[config.mk]
export PLATFORM = sky130hd
export DESIGN_NAME = serial_receiver
export DESIGN_NICKNAME = d
export VERILOG_FILES = /design/src/rtl/serial_receiver_pkg.sv /design/src/rtl/serial_receiver_sync_edge_detect.sv /design/src/rtl/serial_receiver.sv
export SDC_FILE = /design/constraint.sdc
export NUM_CORES = 1
export LEC_CHECK = 0
export BUFFER_PORTS_ARGS = -buffer_cell sky130_fd_sc_hd__buf_2
export CORE_UTILIZATION = 45
export DETAILED_ROUTE_END_ITERATION = 8
export PLACE_DENSITY = 0.68
export SYNTH_ARGS = -nofsm -noshare
export SYNTH_HDL_FRONTEND = slang
export SYNTH_SLANG_ARGS = --single-unit
[constraint.sdc]
create_clock -name clk_i -period 5.6 [get_ports clk_i]
set_input_delay 1.68 -clock clk_i [delete_from_list [all_inputs] [get_ports clk_i]]
set_output_delay 1.68 -clock clk_i [all_outputs]
set_load 0.01 [all_outputs]
[src/rtl/serial_receiver_pkg.sv]
// Shared types and constants for the bit-serial receiver.
package serial_receiver_pkg;

  typedef enum logic [0:0] {
    ST_IDLE  = 1'b0,
    ST_FRAME = 1'b1
  } frame_state_e;

  localparam int  BITS_WIDTH = 6;
  localparam logic RXD_IDLE  = 1'b1;
  localparam logic RXC_IDLE  = 1'b0;

  // A frame of zero or one bits ends on its own start sample.
  function automatic logic frame_is_short(input logic [BITS_WIDTH-1:0] bits);
    return (bits <= 6'd1);
  endfunction

endpackage

[src/rtl/serial_receiver_sync_edge_detect.sv]
// Two-flop synchronizer for an asynchronous pin, plus rise/fall detection
// against a one-cycle-delayed copy of the synchronized level.
module sync_edge_detect #(
  parameter logic RESET_VAL = 1'b0
) (
  input  logic clk_i,
  input  logic reset_i,
  input  logic d_i,
  output logic level,
  output logic rise,
  output logic fall
);

  logic meta_r;
  logic sync_r;
  logic prev_r;

  // Synchronizer chain and edge history
  always_ff @(posedge clk_i) begin
    if (reset_i) begin
      meta_r <= RESET_VAL;
      sync_r <= RESET_VAL;
      prev_r <= RESET_VAL;
    end else begin
      meta_r <= d_i;
      sync_r <= meta_r;
      prev_r <= sync_r;
    end
  end

  assign level = sync_r;
  assign rise  = sync_r & ~prev_r;
  assign fall  = ~sync_r & prev_r;

endmodule

[src/rtl/serial_receiver.sv]
// Bit-serial receiver: programmable baud down-counter with edge resync,
// continuous MSB-first-in shift register and start/length frame tracking.
module serial_receiver
  import serial_receiver_pkg::*;
#(
  parameter int SHIFT_REG_WIDTH = 64,
  parameter int BAUD_RATE_WIDTH = 32
) (
  input  logic                       clk_i,
  input  logic                       reset_i,
  input  logic [5:0]                 bits_i,
  input  logic [BAUD_RATE_WIDTH-1:0] baud_i,
  input  logic                       eedd_i,
  input  logic                       eedc_i,
  input  logic                       rxd_i,
  input  logic                       rxc_i,
  output logic [SHIFT_REG_WIDTH-1:0] dat_o,
  output logic                       idle_o,
  output logic                       sample_to
);

  logic rxd_sync_s, rxd_rise_s, rxd_fall_s;
  logic rxc_sync_s, rxc_rise_s, rxc_fall_s;
  logic unused_s;

  logic [BAUD_RATE_WIDTH-1:0] baud_cnt_r;
  logic [SHIFT_REG_WIDTH-1:0] dat_r;
  logic                       sample_r;
  logic                       idle_r;
  logic                       resync_s;
  logic                       sample_s;
  frame_state_e               state_r, state_nxt_s;
  logic [5:0]                 bitcnt_r, bitcnt_nxt_s;

  sync_edge_detect #(.RESET_VAL(RXD_IDLE)) u_rxd_sync (
    .clk_i   (clk_i),
    .reset_i (reset_i),
    .d_i     (rxd_i),
    .level   (rxd_sync_s),
    .rise    (rxd_rise_s),
    .fall    (rxd_fall_s)
  );

  sync_edge_detect #(.RESET_VAL(RXC_IDLE)) u_rxc_sync (
    .clk_i   (clk_i),
    .reset_i (reset_i),
    .d_i     (rxc_i),
    .level   (rxc_sync_s),
    .rise    (rxc_rise_s),
    .fall    (rxc_fall_s)
  );

  // Only the external clock's rising edge is meaningful for resync.
  assign unused_s = rxc_sync_s ^ rxc_fall_s;

  assign resync_s = (eedd_i & (rxd_rise_s | rxd_fall_s)) | (eedc_i & rxc_rise_s);
  // A resync edge pre-empts a sample due in the same cycle.
  assign sample_s = ~resync_s & (baud_cnt_r == {BAUD_RATE_WIDTH{1'b0}});

  // Bit-time down-counter: half-period load on resync puts samples mid-bit
  always_ff @(posedge clk_i) begin
    if (reset_i) begin
      baud_cnt_r <= baud_i;
    end else if (resync_s) begin
      baud_cnt_r <= baud_i >> 1;
    end else if (sample_s) begin
      baud_cnt_r <= baud_i;
    end else begin
      baud_cnt_r <= baud_cnt_r - {{(BAUD_RATE_WIDTH-1){1'b0}}, 1'b1};
    end
  end

  // Receive shift register and sample strobe
  always_ff @(posedge clk_i) begin
    if (reset_i) begin
      dat_r    <= {SHIFT_REG_WIDTH{1'b1}};
      sample_r <= 1'b0;
    end else begin
      sample_r <= sample_s;
      if (sample_s) begin
        dat_r <= {rxd_sync_s, dat_r[SHIFT_REG_WIDTH-1:1]};
      end else begin
        dat_r <= dat_r;
      end
    end
  end

  // Frame tracking next-state: start on a 0 while idle, end on the bits_i-th sample
  always_comb begin
    state_nxt_s  = state_r;
    bitcnt_nxt_s = bitcnt_r;
    if (sample_s) begin
      case (state_r)
        ST_IDLE: begin
          if (!rxd_sync_s && !frame_is_short(bits_i)) begin
            state_nxt_s  = ST_FRAME;
            bitcnt_nxt_s = bits_i - 6'd1;
          end else begin
            state_nxt_s  = ST_IDLE;
          end
        end
        ST_FRAME: begin
          bitcnt_nxt_s = bitcnt_r - 6'd1;
          if (bitcnt_r == 6'd1) begin
            state_nxt_s = ST_IDLE;
          end else begin
            state_nxt_s = ST_FRAME;
          end
        end
        default: begin
          state_nxt_s  = ST_IDLE;
          bitcnt_nxt_s = 6'd0;
        end
      endcase
    end else begin
      state_nxt_s  = state_r;
      bitcnt_nxt_s = bitcnt_r;
    end
  end

  // Frame state register with registered idle flag
  always_ff @(posedge clk_i) begin
    if (reset_i) begin
      state_r  <= ST_IDLE;
      bitcnt_r <= 6'd0;
      idle_r   <= 1'b1;
    end else begin
      state_r  <= state_nxt_s;
      bitcnt_r <= bitcnt_nxt_s;
      idle_r   <= (state_nxt_s == ST_IDLE);
    end
  end

  assign dat_o     = dat_r;
  assign idle_o    = idle_r;
  assign sample_to = sample_r;

endmodule

Word level (Yosys, flattened, before mapping)
Cells that the tools add are included.

storage, ports and cells
  register bits after elaboration = 111
  output and inout port bits = 66
  word-level logic and storage cells = 46

cells by class
  bitwise gates (word level) = 14
  reduce and logical (&&, ||, !) cells = 5
  equal/unequal tests = 2
  add/sub/neg operators = 3
  magnitude comparators = 1
  multiplexer cells = 9

operators with widths
  cell                                                                              number
  32-bit 2-to-1 mux                                                                 3
  32-bit logical NOT                                                                1
  32-bit by 1-bit subtractor with 32-bit output, second input constant              1
  6-bit case mux with 2 select lines                                                1
  6-bit by 1-bit subtractor with 6-bit output, second input constant                2
  1-bit AND                                                                         6
  6-bit by 1-bit equality test with 1-bit output, second input constant             1
  6-bit by 1-bit less-or-equal comparator with 1-bit output, second input constant  1
  6-bit 2-to-1 mux                                                                  1
  1-bit inverter                                                                    6
  1-bit 2-to-1 mux                                                                  3
  1-bit logical NOT                                                                 2
  2-bit != test, second input constant                                              1
  1-bit bitwise OR                                                                  2
  1-bit case mux with 2 select lines                                                1
  2-bit AND reduction                                                               1
  1-bit logical AND                                                                 1

Logic depth before layout (Yosys ltp)
Gate-level depths: netlist of the first run.

  word-level depth = 10
  gate-level depth with buffers = 9

Cells and area by module
A second synthesis of the first run with hierarchy kept.

second synthesis, totals
  cell total of the unflattened synthesis = 597
  area, all modules = 5,007.3 um^2

modules (own cells, without submodules)
  module                         area an instance (um^2)  cells an instance  times used
  serial_receiver                4,823.4                  581                1
  sync_edge_detect (u_rxd_sync)  92.6                     8                  1
  sync_edge_detect (u_rxc_sync)  91.3                     8                  1

Worst setup path before layout of the first run
OpenSTA, ideal clock, no wires.

  path kind = input to register
  start point = in eedc_i
  end point = reg baud_cnt_r[0]
  data arrival time = 3.078 ns
  data required time = 5.478 ns
  setup slack = 2.400 ns
  buffers on the path = 1
  library setup time = 0.122 ns
  stages = 5
  cell sequence = and3b_1 a21o_1 or4_1 buf_2 a221o_1

on the way
  longest elaborated chain between the ends = 7

ends and longest elaborated chain
  what                  line                   source
  from (decl)           serial_receiver.sv:14  input logic eedc_i,
  1-bit AND *           serial_receiver.sv:56  assign resync_s = (eedd_i & (rxd_rise_s | rxd_fall_s)) | (eedc_i & rxc_rise_s);
  1-bit bitwise OR *    serial_receiver.sv:56
  1-bit inverter        serial_receiver.sv:58  assign sample_s = ~resync_s & (baud_cnt_r == {BAUD_RATE_WIDTH{1'b0}});
  1-bit AND             serial_receiver.sv:58
  32-bit 2-to-1 mux     serial_receiver.sv:66  end else if (sample_s) begin
  32-bit 2-to-1 mux *   serial_receiver.sv:64  end else if (resync_s) begin
  32-bit 2-to-1 mux *   serial_receiver.sv:62  if (reset_i) begin
  to (signal assigned)  serial_receiver.sv:63  baud_cnt_r <= baud_i;
  to (signal assigned)  serial_receiver.sv:65  baud_cnt_r <= baud_i >> 1;
  to (signal assigned)  serial_receiver.sv:67  baud_cnt_r <= baud_i;
  to (decl)             serial_receiver.sv:26  logic [BAUD_RATE_WIDTH-1:0] baud_cnt_r;

Every way passes the cells marked *; elsewhere a longest branch is shown, timed or not.
A chain may end at the register's enable or synchronous reset.

Worst setup path after layout of the first run
  start point = in eedc_i
  end point = reg bitcnt_r[2]

on the way
  longest elaborated chain between the ends = 5

ends and longest elaborated chain
  what                                  line                    source
  1-bit AND                             serial_receiver.sv:56
  1-bit bitwise OR                      serial_receiver.sv:56
  1-bit inverter                        serial_receiver.sv:58
  1-bit AND                             serial_receiver.sv:58
  2-bit AND reduction (no source line)  -
  to (signal assigned)                  serial_receiver.sv:129  bitcnt_r <= bitcnt_nxt_s;
  to (decl)                             serial_receiver.sv:33   logic [5:0] bitcnt_r, bitcnt_nxt_s;

No other way between the ends.

==> results of run 1 <==
## area by class of cell
class / instances / area [um2] / share of cell area
Tap cell: 136 / 170.2 / 0.02957
Clock buffer: 9 / 123.9 / 0.02152
Inverter: 13 / 48.80 / 0.008478
Clock inverter: 7 / 75.07 / 0.01304
Multi-Input combinational cell: 463 / 2535 / 0.4404
Sequential cell: 111 / 2222 / 0.3861
Timing Repair Buffer: 112 / 580.6 / 0.1009
## cells by family after synthesis
kind of cell             count (synthesis)
AND/OR/NAND/NOR                        331
XOR/XNOR                                28
flip-flops                             111
buffers and inverters                   51
AO/OA/AOI/OAI                           96
multiplexers                             3
adder cells (fa/ha/maj)                  5
## registers in the layout, summed over array words and instances, names as in the netlist
register	count
u_rxc_sync.prev_r	1
bitcnt_r	6
dat_o	64
u_rxd_sync.meta_r	1
u_rxc_sync.level	1
sample_to	1
idle_o	1
u_rxd_sync.level	1
baud_cnt_r	32
u_rxc_sync.meta_r	1
state_r	1
u_rxd_sync.prev_r	1
## worst register-to-register path, stage by stage, from the launching register on
cell and delay (ps):
dfxtp_1 350, inv_1 70, ha_1 200, nor2b_1 490, nand4_1 290, or4_2 740
buf_4 380, o211ai_1 270, o31ai_1 100
## metal layers
layer | up-vias | part of all wire | global-route usage
met5 | - | 0 | 0
met4 | 0 | 0.025 | 0.09687
met3 | 27 | 0.059 | 0.03404
met2 | 176 | 0.46 | 0.3613
met1 | 2224 | 0.45 | 0.2975
li1 | 2344 | - | -
## placed cells by master (no fill, tap or decap), types with 6 or more instances in the layout
| cell type | n |
|---|---|
| nand2_1 | 153 |
| a211oi_1 | 7 |
| clkbuf_8 | 9 |
| inv_1 | 12 |
| nor4_1 | 12 |
| nor3_1 | 11 |
| nor2b_1 | 7 |
| xnor2_1 | 17 |
| nor2_1 | 31 |
| a21oi_1 | 24 |
| o22a_1 | 6 |
| nand3_1 | 77 |
| xor2_1 | 11 |
| dfxtp_1 | 111 |
| buf_2 | 109 |
| nand4_1 | 6 |
| or3_1 | 8 |
| o21ai_0 | 22 |
| o211ai_1 | 12 |
## worst paths after layout
check | startpoint | to | slack [ps] | cells past startpoint
max reg2reg | baud_cnt_r[0] | bitcnt_r[2] | 2560 | 8
min | u_rxd_sync.meta_r | u_rxd_sync.level | 420 | 1
min reg2reg | u_rxd_sync.meta_r | u_rxd_sync.level | 420 | 1
max | eedc_i | bitcnt_r[2] | 1970 | 7
## stage by stage
stage | total power [mW] | worst slack, ps | util | instance area (um2)
2_1_floorplan | 0.9695 | 2400 | - | 4956
3_3_place_gp | 1.017 | 1643 | 0.5288 | 5557
3_5_place_dp | 1.022 | 1596 | 0.5288 | 5557
4_1_cts | 1.494 | 1997 | 0.5477 | 5756
5_1_grt | 1.542 | 1883 | 0.5477 | 5756
6_report | 1.485 | 1967 | 0.5477 | 5756
## power breakdown
part / internal [mW] / switching (mW) / total [mW]
clock: 0.176 / 0.300 / 0.476
sequential: 0.820 / 0.0389 / 0.859
combinational: 0.0661 / 0.0836 / 0.150
==> results.toml, run 1 <==
[place]
gp_congestion = 0.8631
io_buffers = 109
place_inst = 835
dp_hpwl_um = 8726

[clock_tree]
h-tree-depth = 3
cts-buffers-inserted = 9
clk_path_buf_depth = 2
ctsHoldBuffers = 0
post_cts_resized = 0
cts_tree = "done"
clk-insertion-delay-late_ps = 380
cts_root_buffer = "clkbuf_8"
clkSlewWorstSetupHoldPaths_ps = 110
cts.sinks = 111
cts_setup_buffers = 0

[floorplan]
die_area_um2 = 11440
rows = 37
die_h_um = 106.9
start_util = 0.4716
core_um2 = 10510
die_w_um = 106.9
ios = 110

[synth]
syn_area_per_cell_um2 = 7.930
synthCells = 625
ys_seq_area_frac = 0.4484
synth_edf_count = 0
synth_top_area_frac = 0.4484
synthXorXnorAreaFrac = 0.04948
syn-cell-area_um2 = 4956
syn_nets = 674
yosysTopAreaCell = "dfxtp_1"
synth-compound-area-share = 0.1260
synth.most_common_cell = "nand2_1"
yosys_warnings = 0
ys_types = 48
synth_common_cells = "153 x nand2_1, 111 x dfxtp_1, 77 x nand3_1, 31 x nor2_1, 26 x clkbuf_1"
synth-adder-area-share = 0.01262
synth_ff_type = "dfxtp_1"
synth_area_leaders = "dfxtp_1 45%, nand2_1 12%, nand3_1 7.8%, xnor2_1 3.0%, a21oi_1 2.4%"
ys_async_sr_fraction = 0
yosys.area_share.simple = 0.3156
synth_mux_area_frac = 0.006312
synth_top_family_by_area = "simple AND/OR/NAND/NOR gates"
ys_seq_elements = 111

[worst_setup_path]
crit_buf_inv = 2
crit_chain = "buf_2, and3b_1, a21o_1, or4_2, buf_4, o211ai_1, o31ai_1"
crit_type = "input pin to flop"
crit_family = "simple AND/OR/NAND/NOR gates"
required_ps = 5830
cp_max_fo = 71
slowest_delay_ps = 790
crit_path_end_kind = "flop"
cp_data_arrival_time_ps = 3860
crit_slowest_cell = "or4_2"
start_kind = "input pin"

[sta]
period_share = 0.6488
hold_viol = 0
grt_setup_unrepaired = "no"
fin_skew_ps = 14.18
setup-tns-final_ps = 0
fmax_ghz = 0.2752
worst_pin_slew_ps = 1036
maxSlewViolCount = 0
hold_slack_ps = 422.5
relSlewSlack = 0.3095
finalSetupViolCount = 0
period_needed_ps = 3633

[pwr]
leakage_nw = 2.370
power_density_nw_per_um2 = 258.0
irDropWorstVdd_mv = 0.1113

[global_routing]
grt_pass1_vias = 4264
overflow = 0
grt_pass1_wl_um = 20490
grt_use_total = 0.2241
grt_max_degree = 74
antenna_found_initial = 0

[drt]
drc = 0
first_pass_iters = 5
wl_per_cell_um = 15.11
drtIter0Drc = 362
antenna_left = 0
viasPerCell = 5.606
wl_um = 12860
via_count = 4771

[outcome]
status = "finished clean"

[final_layout]
syn_to_final_growth_pct = 16.13
nFillCells = 1006
nNetsFinal = 759
stdcell_count = 851
drive_gt1_frac = 0.1972
n_antenna_cell = 0

[min_path]
hold_class = "flop to flop"

[job]
max-cap-violations = 0
Power figures use the tool's default switching activity.
==> run 2, diff against run 1 <==
- PLACE_DENSITY: 0.68 -> 0.71
- clock period: 5.6 -> 3.2 ns (I/O delays scaled with it)
==> results.toml, run 2 (synthesis gave the netlist of run 1 again) <==
[global_routing]
grt_max_degree = 39
antenna_found_initial = 0
grt_use_total = 0.2297
overflow = 0
grt_pass1_vias = 4257
grt_pass1_wl_um = 21020

[worst_setup_path]
start_kind = "flop"
required_ps = 3450
reg2reg_from = "baud_cnt_r[7]"
crit_path_end_kind = "flop"
slowest_delay_ps = 820
crit_type = "flop to flop"
cp_max_fo = 37
crit_chain = "nor4_2, nand4_1, or4_2, buf_4, o211ai_1, o31ai_1"
crit_buf_inv = 1
crit_start = "baud_cnt_r[7]"
cp_data_arrival_time_ps = 3020
crit_family = "simple AND/OR/NAND/NOR gates"
crit_slowest_cell = "or4_2"
r2r_slack_ps = 430

[pwr]
switchingPower_mw = 0.7486
p_int_mw = 1.873
comb_power_share = 0.104
irDropWorstVdd_mv = 0.2822
leakage_nw = 2.439
totalPowerFinal_mw = 2.621
power.share.clock = 0.323
power_density_nw_per_um2 = 447.1
seqPwrFrac = 0.573
p_sw_frac = 0.2856

[clock_tree]
post_cts_resized = 0
h-tree-depth = 3
cts-buffers-inserted = 9
clk_path_buf_depth = 2
ctsHoldBuffers = 0
cts.sinks = 111
cts_tree = "done"
clk-insertion-delay-late_ps = 370
cts_setup_buffers = 0
clkSlewWorstSetupHoldPaths_ps = 120
cts_root_buffer = "clkbuf_8"

[drt]
wl_um = 12760
wl_per_cell_um = 14.77
first_pass_iters = 5
drtIter0Drc = 283
antenna_left = 0
via_count = 4742
drc = 0
viasPerCell = 5.488

[sta]
maxSlewViolCount = 0
period_share = 0.8657
fin_skew_ps = 11.33
hold_viol = 0
relSlewSlack = 0.5775
grt_setup_unrepaired = "no"
fmax_ghz = 0.3610
finalSetupViolCount = 0
worst_pin_slew_ps = 631.5
setup-tns-final_ps = 0
period_needed_ps = 2770

[final_layout]
syn_to_final_growth_pct = 18.30
final_area_um2 = 5863
nFillCells = 985
drive_gt1_frac = 0.2115
regArea_um2 = 2222
nNetsFinal = 772
multi_input_area_um2 = 2535
layout_commonest_cell = "nand2_1"
n_antenna_cell = 0
layout_common_cells = "153 x nand2_1, 111 x dfxtp_1, 109 x buf_2"
largest_register_ff_count = 64

[place]
dp_hpwl_um = 9148
gp_congestion = 0.8973
io_buffers = 109
place_area_um2 = 5667

[min_path]
holdCritStartpoint = "u_rxd_sync.meta_r"
hold_class = "flop to flop"

[floorplan]
die_w_um = 106.9
rows = 37
ios = 110
die_h_um = 106.9
core_um2 = 10510
start_util = 0.4716
die_area_um2 = 11440

[outcome]
status = "finished clean"

[job]
max-cap-violations = 0
[run 2: cell count changes in the layout (fill, tap and decap cells not counted)]
cell	before	now
buf_4	2	14
clkinv_8	2	1
buf_12	1	2
clkinv_4	1	0
inv_8	1	3
[run 2: layout make-up]
class                           count  area share
Multi-Input combinational cell    463      0.4324
Tap cell                          136     0.02902
Inverter                           13    0.008323
Clock inverter                      7     0.01238
Timing Repair Buffer              125      0.1178
Sequential cell                   111      0.3790
Clock buffer                        9     0.02113
[run 2: power groups by stage]
| stage | Sequential, mW | Combinational, mW | Clock [mW] |
|---|---|---|---|
| final | 1.50 | 0.273 | 0.846 |
| after global routing | 1.51 | 0.302 | 0.929 |
| after CTS | 1.50 | 0.272 | 0.859 |
| after detailed placement | 1.53 | 0.269 | 0 |
| after global placement | 1.53 | 0.262 | 0 |
| after floorplan | 1.51 | 0.183 | 0 |
[run 2: final timing paths]
| kind | end | cells past startpoint |
|---|---|---|
| setup / recovery | bitcnt_r[2] | 6 |
| hold / removal | u_rxd_sync.level | 1 |
| hold reg to reg | u_rxd_sync.level | 1 |
| setup reg to reg | bitcnt_r[2] | 6 |
[run 2: stage by stage]
stage	hold slack, ps	utilization	worst slack, ps	instances
global route	472.2	0.5579	208.8	864
finish	436.9	0.5579	429.9	864
floorplan	389.5	-	720.0	625
global placement	400.4	0.5392	298.1	848
CTS	444.3	0.5579	448.9	864
detailed placement	414.0	0.5392	244.4	848
[run 2: per-layer routing]
layer	global-route usage	wire (um)
met4	0.09589	306
met5	0	0
met3	0.02918	619
met1	0.3070	5646
met2	0.3737	6185
==> run 3, diff against run 2 <==
- PLACE_DENSITY: 0.71 -> 0.68
- clock period: 3.2 -> 3.19 ns (I/O delays scaled with it)
==> results.toml, run 3 (synthesis gave the netlist of run 1 again) <==
[clock_tree]
post_cts_resized = 0
clk-insertion-delay-late_ps = 370
cts_root_buffer = "clkbuf_8"
cts.sinks = 111
clk_path_buf_depth = 2
cts-buffers-inserted = 9
cts_tree = "done"
ctsHoldBuffers = 0
h-tree-depth = 3
clkSlewWorstSetupHoldPaths_ps = 110
cts_setup_buffers = 0

[worst_setup_path]
r2r_slack_ps = 420
crit_path_end_kind = "flop"
crit_start = "baud_cnt_r[7]"
reg2regPathDepth = 6
required_ps = 3430
cp_max_fo = 71
reg2reg_from = "baud_cnt_r[7]"
crit_type = "flop to flop"
r2r_end = "bitcnt_r[2]"
cp_data_arrival_time_ps = 3020
start_kind = "flop"
crit_path_end = "bitcnt_r[2]"

[final_layout]
layout_commonest_cell = "nand2_1"
largest_register_ff_count = 64
nNetsFinal = 767
n_antenna_cell = 0
utilization = 0.5535
drive_gt1_frac = 0.2047
layout_common_cells = "153 x nand2_1, 111 x dfxtp_1, 109 x buf_2"
nFillCells = 986
syn_to_final_growth_pct = 17.37

[place]
gp_congestion = 0.8765
io_buffers = 109
dp_hpwl_um = 8797

[sta]
finalSetupViolCount = 0
setup-tns-final_ps = 0
fmax_ghz = 0.3604
grt_setup_unrepaired = "no"
period_share = 0.8699
hold_viol = 0
maxSlewViolCount = 0
fin_skew_ps = 17.26
period_needed_ps = 2775
relSlewSlack = 0.3795
worst_pin_slew_ps = 927.3

[floorplan]
die_area_um2 = 11440
start_util = 0.4716
die_w_um = 106.9
rows = 37
ios = 110
die_h_um = 106.9
core_um2 = 10510

[pwr]
leakage_nw = 2.411
p_int_mw = 1.869
seqPwrFrac = 0.581
comb_power_share = 0.105
power.share.clock = 0.314
p_sw_frac = 0.2793
switchingPower_mw = 0.7242
power_density_nw_per_um2 = 445.8
irDropWorstVdd_mv = 0.2942

[min_path]
hold_class = "flop to flop"

[global_routing]
grt_pass1_wl_um = 20780
grt_max_degree = 74
overflow = 0
grt_use_total = 0.2264
grt_pass1_vias = 4200
antenna_found_initial = 0

[drt]
antenna_left = 0
wl_um = 12610
met1_length_um = 5927
drtIter0Drc = 367
viasPerCell = 5.490
wl_per_cell_um = 14.68
drc = 0
via_count = 4716
met3_length_um = 663
first_pass_iters = 5
highest_layer = "met4"
route.met2.wl_um = 5921

[outcome]
status = "finished clean"

[job]
max-cap-violations = 0
-- run 3: layer usage --
metal / GRT usage / vias to the layer above
met1: 0.3197 / 2212
met4: 0.06654 / 0
met2: 0.3585 / 139
met3: 0.03161 / 8
li1: - / 2357
met5: 0 / -
-- run 3: how the worst min path moves through the flow --
stage	start	depth (start not counted)	endpoint	slack, ps
after floorplan	u_rxd_sync.meta_r	1	u_rxd_sync.level	390
after global placement	u_rxd_sync.meta_r	1	u_rxd_sync.level	390
after detailed placement	u_rxd_sync.meta_r	1	u_rxd_sync.level	390
after CTS	u_rxd_sync.meta_r	1	u_rxd_sync.level	420
after global routing	u_rxd_sync.meta_r	1	u_rxd_sync.level	430
final	u_rxd_sync.meta_r	1	u_rxd_sync.level	420
-- run 3: critical path: stages (launching register included) --
cell and delay, ps:
dfxtp_1 370, nor4_2 580, nand4_1 300, or4_2 820, buf_12 240, o211ai_1 210, o31ai_1 90
-- run 3: area by class of cell --
cell class | instances | area [um2] | area share
Tap cell | 136 | 170.2 | 0.02925
Inverter | 13 | 48.80 | 0.008389
Clock buffer | 10 | 127.6 | 0.02194
Timing Repair Buffer | 120 | 653.1 | 0.1123
Sequential cell | 111 | 2222 | 0.3820
Clock inverter | 6 | 60.06 | 0.01032
Multi-Input combinational cell | 463 | 2535 | 0.4358
-- run 3: power by group through the flow --
stage / clock network, mW / logic [mW] / registers (mW)
floorplan: 0 / 0.184 / 1.52
CTS: 0.837 / 0.271 / 1.50
detailed placement: 0 / 0.268 / 1.54
finish: 0.814 / 0.272 / 1.51
global route: 0.896 / 0.303 / 1.51
global placement: 0 / 0.262 / 1.53
-- run 3: metrics by stage --
stage / hold slack (ps) / area, um2 / std cells / power [mW] / setup WS, ps
floorplan: 389.5 / 4956 / 625 / 1.702 / 713.0
global placement: 394.9 / 5629 / 843 / 1.795 / 327.3
detailed placement: 393.7 / 5629 / 843 / 1.804 / 277.1
CTS: 418.9 / 5817 / 859 / 2.613 / 442.0
global route: 431.2 / 5817 / 859 / 2.714 / 254.3
finish: 417.8 / 5817 / 859 / 2.593 / 415.0
